`src/rtl/ps2_tx.sv`:
```
// PS/2 host-to-device transmitter: inhibit, request-to-send, 11-bit frame, ACK check.
// Optional watchdog enabled by defining PS2_TX_TIMEOUT_EN.
module ps2_tx #(
  parameter int INHIBIT_CYCLES = 5000,
  parameter int TIMEOUT_CYCLES = 1000000
) (
  input  logic       clock_fpga,
  input  logic       reset,
  input  logic [7:0] tx_data,
  input  logic       tx_valid,
  output logic       tx_ready,
  input  logic       clock_key,
  input  logic       data_key,
  output logic       clock_key_oe,
  output logic       data_key_oe,
  output logic       tx_done,
  output logic       tx_error,
  output logic       busy
);

  localparam int IW = (INHIBIT_CYCLES > 1) ? $clog2(INHIBIT_CYCLES + 1) : 1;

  if (TIMEOUT_CYCLES < 1 || TIMEOUT_CYCLES > 1048575) begin : g_chk
    $error("TIMEOUT_CYCLES must fit the 20-bit watchdog");
  end

  typedef enum logic [2:0] {
    S_IDLE,
    S_INHIBIT,
    S_START,
    S_SEND,
    S_ACK,
    S_WAIT
  } state_t;

  state_t r_state;
  state_t w_next;

  logic [2:0]    r_clk_sync;
  logic [2:0]    r_dat_sync;
  logic [9:0]    r_frame;
  logic          r_dout;
  logic [3:0]    r_edges;
  logic [IW-1:0] r_inh;

  logic w_fall;
  logic w_clk;
  logic w_dat;
  logic w_tmo;
  logic w_act;

  assign w_fall = (r_clk_sync[2:1] == 2'b10);
  assign w_clk  = r_clk_sync[2];
  assign w_dat  = r_dat_sync[2];
  assign w_act  = (r_state == S_START) || (r_state == S_SEND) ||
                  (r_state == S_ACK)   || (r_state == S_WAIT);

`ifdef PS2_TX_TIMEOUT_EN
  logic [19:0] r_wdog;

  always_ff @(posedge clock_fpga or posedge reset) begin
    if (reset) begin
      r_wdog <= '0;
    end else if (r_state == S_INHIBIT && w_next == S_START) begin
      r_wdog <= '0;
    end else if (w_act) begin
      r_wdog <= r_wdog + 20'd1;
    end
  end

  assign w_tmo = w_act && (r_wdog == 20'(TIMEOUT_CYCLES));
`else
  assign w_tmo = 1'b0;
`endif

  always_ff @(posedge clock_fpga or posedge reset) begin
    if (reset) begin
      r_state    <= S_IDLE;
      r_clk_sync <= 3'b111;
      r_dat_sync <= 3'b111;
    end else begin
      r_state    <= w_next;
      r_clk_sync <= {r_clk_sync[1:0], clock_key};
      r_dat_sync <= {r_dat_sync[1:0], data_key};
    end
  end

  always_ff @(posedge clock_fpga or posedge reset) begin
    if (reset) begin
      r_frame <= '0;
      r_dout  <= 1'b0;
      r_edges <= '0;
      r_inh   <= '0;
    end else begin
      unique case (r_state)
        S_IDLE: begin
          if (tx_valid) begin
            r_frame <= {1'b1, ~^tx_data, tx_data};
            r_edges <= '0;
            r_inh   <= '0;
          end
        end
        S_INHIBIT: r_inh <= r_inh + 1'b1;
        S_START:   r_dout <= 1'b1;
        S_SEND: begin
          // each falling edge presents the next frame bit, LSB first
          if (w_fall) begin
            r_dout  <= ~r_frame[0];
            r_frame <= {1'b0, r_frame[9:1]};
            if (r_edges != 4'd11) r_edges <= r_edges + 4'd1;
          end
        end
        S_ACK: begin
          if (w_fall && r_edges != 4'd11) r_edges <= r_edges + 4'd1;
        end
        default: ;
      endcase
    end
  end

  always_comb begin
    w_next   = r_state;
    tx_done  = 1'b0;
    tx_error = 1'b0;
    unique case (r_state)
      S_IDLE:    if (tx_valid) w_next = S_INHIBIT;
      S_INHIBIT: if (r_inh == IW'(INHIBIT_CYCLES - 1)) w_next = S_START;
      S_START:   w_next = S_SEND;
      S_SEND:    if (w_fall && r_edges == 4'd9) w_next = S_ACK;
      S_ACK: begin
        if (w_fall) begin
          if (!w_dat) begin
            w_next = S_WAIT;
          end else begin
            tx_error = 1'b1;
            w_next   = S_IDLE;
          end
        end
      end
      S_WAIT: begin
        if (w_clk && w_dat) begin
          tx_done = 1'b1;
          w_next  = S_IDLE;
        end
      end
      default: w_next = S_IDLE;
    endcase
    if (w_tmo) begin
      tx_done  = 1'b0;
      tx_error = 1'b1;
      w_next   = S_IDLE;
    end
  end

  assign tx_ready     = (r_state == S_IDLE);
  assign busy         = (r_state != S_IDLE);
  assign clock_key_oe = ((r_state == S_INHIBIT) || (r_state == S_START)) & ~w_tmo;
  assign data_key_oe  = ((r_state == S_START) ||
                         (r_state == S_SEND && r_dout)) & ~w_tmo;

endmodule

```
`config.mk`:
```
export PLATFORM = sky130hd
export DESIGN_NAME = ps2_tx
export DESIGN_NICKNAME = d
export VERILOG_FILES = /design/src/rtl/ps2_tx.sv
export SDC_FILE = /design/constraint.sdc
export NUM_CORES = 1
export LEC_CHECK = 0
export ABC_AREA = 1
export BUFFER_PORTS_ARGS = -buffer_cell sky130_fd_sc_hd__buf_2
export CORE_ASPECT_RATIO = 1.75
export CORE_MARGIN = 2
export CORE_UTILIZATION = 30
export CTS_CLUSTER_SIZE = 24
export DETAILED_ROUTE_END_ITERATION = 10
export PLACE_DENSITY = 0.58
export SLEW_MARGIN = 10
export SYNTH_ARGS = -nofsm -noshare
export SYNTH_HDL_FRONTEND = slang
export SYNTH_SLANG_ARGS = --single-unit
```
`constraint.sdc`:
```
create_clock -name clock_fpga -period 1.3 [get_ports clock_fpga]
set_input_delay 0 -clock clock_fpga [delete_from_list [all_inputs] [get_ports clock_fpga]]
set_output_delay 0 -clock clock_fpga [all_outputs]
set_load 0.02 [all_outputs]
```
==> Yosys cells after proc, flatten, opt, wreduce, memory -nomap -nowiden <==
Cells that the tools add are included.
{ "word_totals": {"elab_cells": 69, "mem_bits_rw": 0, "in_bits": 13, "mem_bits_ro": 0, "output_inout_bits": 6, "latchBits": 0, "mem_count": 0, "ff_bits": 37} }
{ "op_classes": {"shifts": 0, "order_cmp": 0, "eq_ne": 17, "mux": 24, "n_mul": 0, "bitwise": 1, "n_div": 0, "n_reduce_logical": 18, "add_sub_neg": 2} }
{ "ops": {"columns": ["operator", "n"], "rows": [
  ["$pmux W13 S2", 1],
  ["$mux W10", 2],
  ["$pmux W10 S2", 1],
  ["$mux W3", 6],
  ["$pmux W3 S6", 1],
  ["$mux W4", 4],
  ["$add A13 B1 Y13 const B", 1],
  ["$eq A13 B13 Y1 const B", 1],
  ["$mux W13", 1],
  ["$pmux W4 S3", 1],
  ["$reduce_and A5 Y1", 2],
  ["$ne A2 B1 Y1 const B", 4],
  ["$ne A2 B2 Y1 const B", 4],
  ["$reduce_xnor A8 Y1", 1],
  ["$eq A3 B2 Y1 const B", 2],
  ["$eq A3 B3 Y1 const B", 2],
  ["$mux W1", 6],
  ["$reduce_bool A2 Y1", 3],
  ["$reduce_bool A3 Y1", 2],
  ["$add A4 B1 Y4 const B", 1],
  ["$eq A4 B4 Y1 const B", 1],
  ["$logic_and A1 B1 Y1", 4],
  ["$ne A4 B4 Y1 const B", 1],
  ["$reduce_and A2 Y1", 2],
  ["other kinds (7)", 8]
]} }

==> Logic depth before layout (Yosys ltp) <==
{ "depth": {"word_depth": 4, "depth_mapped": 10, "ltp_nobuf": 10} }

==> Worst setup path after synthesis <==
OpenSTA, ideal clock, no wires.
{ "synth_path": {"path_type": "reg-to-reg", "start": "register r_state[2]", "end": "register r_state[1]", "arrival_time_ns": 1.386, "path_stages_with_launch": 7, "t_required_ns": 1.233, "setup_slack_ns": -0.152, "synth_period_minus_slack_ns": 1.452, "setup_ns": 0.067, "n_path_buf": 1, "cell_sequence": "dfrtp_1 buf_6 inv_4 nand2_1 o21ai_0 nand3_1 nand2_1"} }
{ "synth_between": {"elab_chain_len": 3, "elab_cells_between_ends": 13, "cone_classes": "10 x eq/ne; 1 x mux; 2 x reduce/logical"} }
{ "synth_rtl": {"columns": ["item", "line_no", "source"], "rows": [
  ["from (decl)", "36", "state_t r_state;"],
  ["from (signal assigned)", "82", "r_state <= w_next;"],
  ["$eq A3 B1 Y1 (tied with other cells)", "125", "unique case (r_state)"],
  ["$ne A2 B2 Y1 (no line) or $ne A2 B1 Y1 (tied branches)", null, null],
  ["$reduce_and A5 Y1 (no line)", null, null]
]} }
Parallel ways exist; a longest one is shown, timed or not.
A chain may end at the register's enable or synchronous reset.

==> Worst setup path in the final report <==
{ "layout_path": {"start": "register r_state[0]", "end": "output port tx_done"} }
{ "layout_between": {"elab_chain_len": 2} }
{ "layout_rtl": {"columns": ["item", "line_no", "source"], "rows": [
  ["$eq A3 B3 Y1", "125", null],
  ["$mux W1", "125", null],
  ["to (decl)", "16", "output logic tx_done,"]
]} }
No other way between the ends.

==> reports/results.ini <==
[route]
drt_first_pass_iters=4
detailedRoute.firstIterationViolations=106
routed_wl_um=5420
drt.antenna.violating_nets=0
wl_per_cell_um=12.3
avgViaCountPerCell=4.72
detailroute.via_count=2086
drcViolationCount=0

[synthesis]
synth.net_count=306
synth_edf_count=0
postSynthCellCount=290
synth-async-reset-ratio=1.00
synth_top_family_by_area=simple AND/OR/NAND/NOR gates
avgSynthCellArea_sq_um=7.31
synth-simple-area-share=0.338
synth.yosys.seq_area_share=0.440
synthMuxAreaShare=0
adder_and_majority_gate_portion_of_the_synthesized_area=0.0177
yosysWarnings=0
synth_area_in_compound_gates=0.0891
yosysUniqueCellTypes=30
netlist_area_sq_mm=0.00212
post_synth_xor_area_fraction=0.00826
synthFlopType=dfrtp_1
ys_ff_latch=37

[setup_path]
crit_arrival_ns=1.39
worst_setup_path_start_kind=flop
crit_required_ns=1.30
type_of_destination_of_the_critical_path=output port
critical_path.max_fanout=4
critical_path_class=flop to output port

[power_and_ir_drop]
p_per_area_mw_per_mm2=2060
cellLeakagePower_nw=1.61
power_mw=6.83
irDropWorstVdd_mv=0.907

[timing]
finalWorstPathRequiredPeriod_ns=1.39
rsz0062_at_grt=true
worstMarginPinSlew_ns=0.490
final.setup.worst_slack_ns=-0.0915
fin_skew_ns=0.00237
clock.fmax_mhz=719
period_share=1.07
totalNegativeSetupSlack_ns=-1.04
finalMaxSlewViolations=0
hold_viol=0
slew_headroom=0.673
fin_hold_ws_ns=0.00694
final-setup-viol-count=26

[global_routing]
grt_start_max_net_pins=38
grt_pass1_vias=2026
track_usage=0.150
grt_pass1_wl_um=8840
globalRoute.totalOverflow=0
antenna_found_initial=0

[layout]
flow.area_growth_from_synthesis_pct=56.5
number_of_fillers_in_the_final_layout=640
finalCoreUtilization=0.484
antenna_cells_inserted=0
finalNetCount=373
post_route_cells_drive_above_1_share=0.416
register_area_sq_um=937
multi_input_comb_area_sq_mm=0.00136

[flow_run]
drv_cap=0

[status]
violated_checks=negative setup slack
outcome=complete, but fails checks

[floorplan]
die_area_sq_mm=0.00778
initial_utilization=0.309
die_height_um=115
coreArea_sq_mm=0.00686
floorplan.die.width_um=67.5
io_pins=19
count_of_standard_cell_rows=40

[clocking]
cts_tree=built
clkSinkCount=37
cts.path.max_buffers=2
cts-root-buf=clkbuf_16
worst_setup_hold_path_clk_slew_ns=0.06
clock_insertion_delay_worst_skew_ns=0.28
cts_made_buffers=5
cts-htree-levels=2

[placed_design]
gp_routability_congestion=0.855
hpwl_um=3660
numPortBuffers=18

[hold_path]
hold_path.class=input port to flop

==> power breakdown <==
part / internal, mW / switching (mW) / total [mW]
logic: 1.72 / 1.99 / 3.71
registers: 1.46 / 0.276 / 1.74
clock network: 0.909 / 0.475 / 1.38
==> per-layer routing <==
metal  global-route usage  part of all wire  wire length, um  up-vias
li1                     -                 -                -     1048
met1                0.159              0.38             2060      990
met2                0.272              0.56             3060       36
met3               0.0294             0.027              145       12
met4               0.0748             0.028              151        0
met5                    0                 0                0        -
==> worst paths after layout <==
path                                         startpoint                 endpoint  slack, ns  depth (start not counted)
max in group asynchronous                         reset     r_inh[3]$_DFFE_PP0P_       0.56                          4
worst min-delay path                         tx_data[6]   r_frame[6]$_DFFE_PP0P_      0.007                          3
worst max-delay path             r_state[0]$_DFFE_PP0P_                  tx_done      -0.09                          4
min in group asynchronous                         reset   r_state[1]$_DFFE_PP0P_       0.37                          4
worst max register to register   r_state[1]$_DFFE_PP0P_     r_inh[7]$_DFFE_PP0P_      -0.09                          9
worst min register to register  r_dat_sync[1]$_DFF_PP1_  r_dat_sync[2]$_DFF_PP1_       0.35                          0
==> worst max-delay path, cell delays in order, from the launching register on <==
cell and delay [ns]:
dfrtp_2 0.45, clkinv_4 0.09, buf_6 0.13, nor4_4 0.26, buf_4 0.18
==> metrics by stage <==
stage	instances	setup slack (ns)	cell area, sq um
after floorplan	290	-0.0169	2130
after global placement	419	-0.112	2530
after detailed placement	419	-0.143	2530
after CTS	436	-0.102	3000
after global routing	442	-0.152	3320
final	442	-0.0915	3320
==> layout by cell type (no fill, tap or decap), types with 7 or more instances in the layout <==
cell,count
buf_2,12
buf_4,30
buf_6,14
dfrtp_1,28
inv_1,38
nand2_1,86
nand2_2,12
nand2_4,7
nand3_1,9
nor2_1,9
nor2_4,10
o21ai_1,10
==> sequential cells by signal, summed over array words and instances, names as in the netlist <==
name / count
r_dout: 1
r_clk_sync: 3
r_inh: 13
r_edges: 4
r_frame: 10
r_dat_sync: 3
r_state: 3
==> Yosys cell counts, types with 3 or more instances <==
cell | n | area (sq um)
a31oi_1 | 8 | 50.1
dfrtp_1 | 31 | 776
nand2_1 | 102 | 383
nor2_1 | 22 | 82.6
ha_1 | 3 | 37.5
buf_6 | 3 | 33.8
nand2_4 | 3 | 33.8
o21ai_0 | 12 | 60.1
nand4_1 | 4 | 25.0
a21oi_1 | 10 | 50.1
o21ai_1 | 4 | 20.0
nand3_1 | 17 | 85.1
dfstp_2 | 6 | 158
inv_1 | 41 | 154
nor3_1 | 6 | 30.0
==> cells by family after synthesis <==
logic type | Yosys count
compound gates | 35
xor+xnor | 2
fa+ha+maj | 3
buf+inv | 51
flops | 37
simple gates | 162
==> final cells by class <==
type | count | area share
Inverter | 46 | 0.0573
Clock inverter | 2 | 0.0117
Tap cell | 84 | 0.0317
Timing Repair Buffer | 64 | 0.168
Sequential cell | 37 | 0.283
Multi-Input combinational cell | 203 | 0.410
Clock buffer | 6 | 0.0389
==> what timing repair did <==
| action | 4_1_cts | 5_1_grt |
|---|---|---|
| pin swaps | 15 | 22 |
| cloned | 0 | 2 |
| resized for setup | 62 | 58 |
| endpoints found under the hold margin | 35 | 0 |
| setup buffers | 4 | 5 |
| setup endpoints to repair | 35 | 35 |
| hold buffers | 5 | 0 |
(Power assumes the default switching activity.)
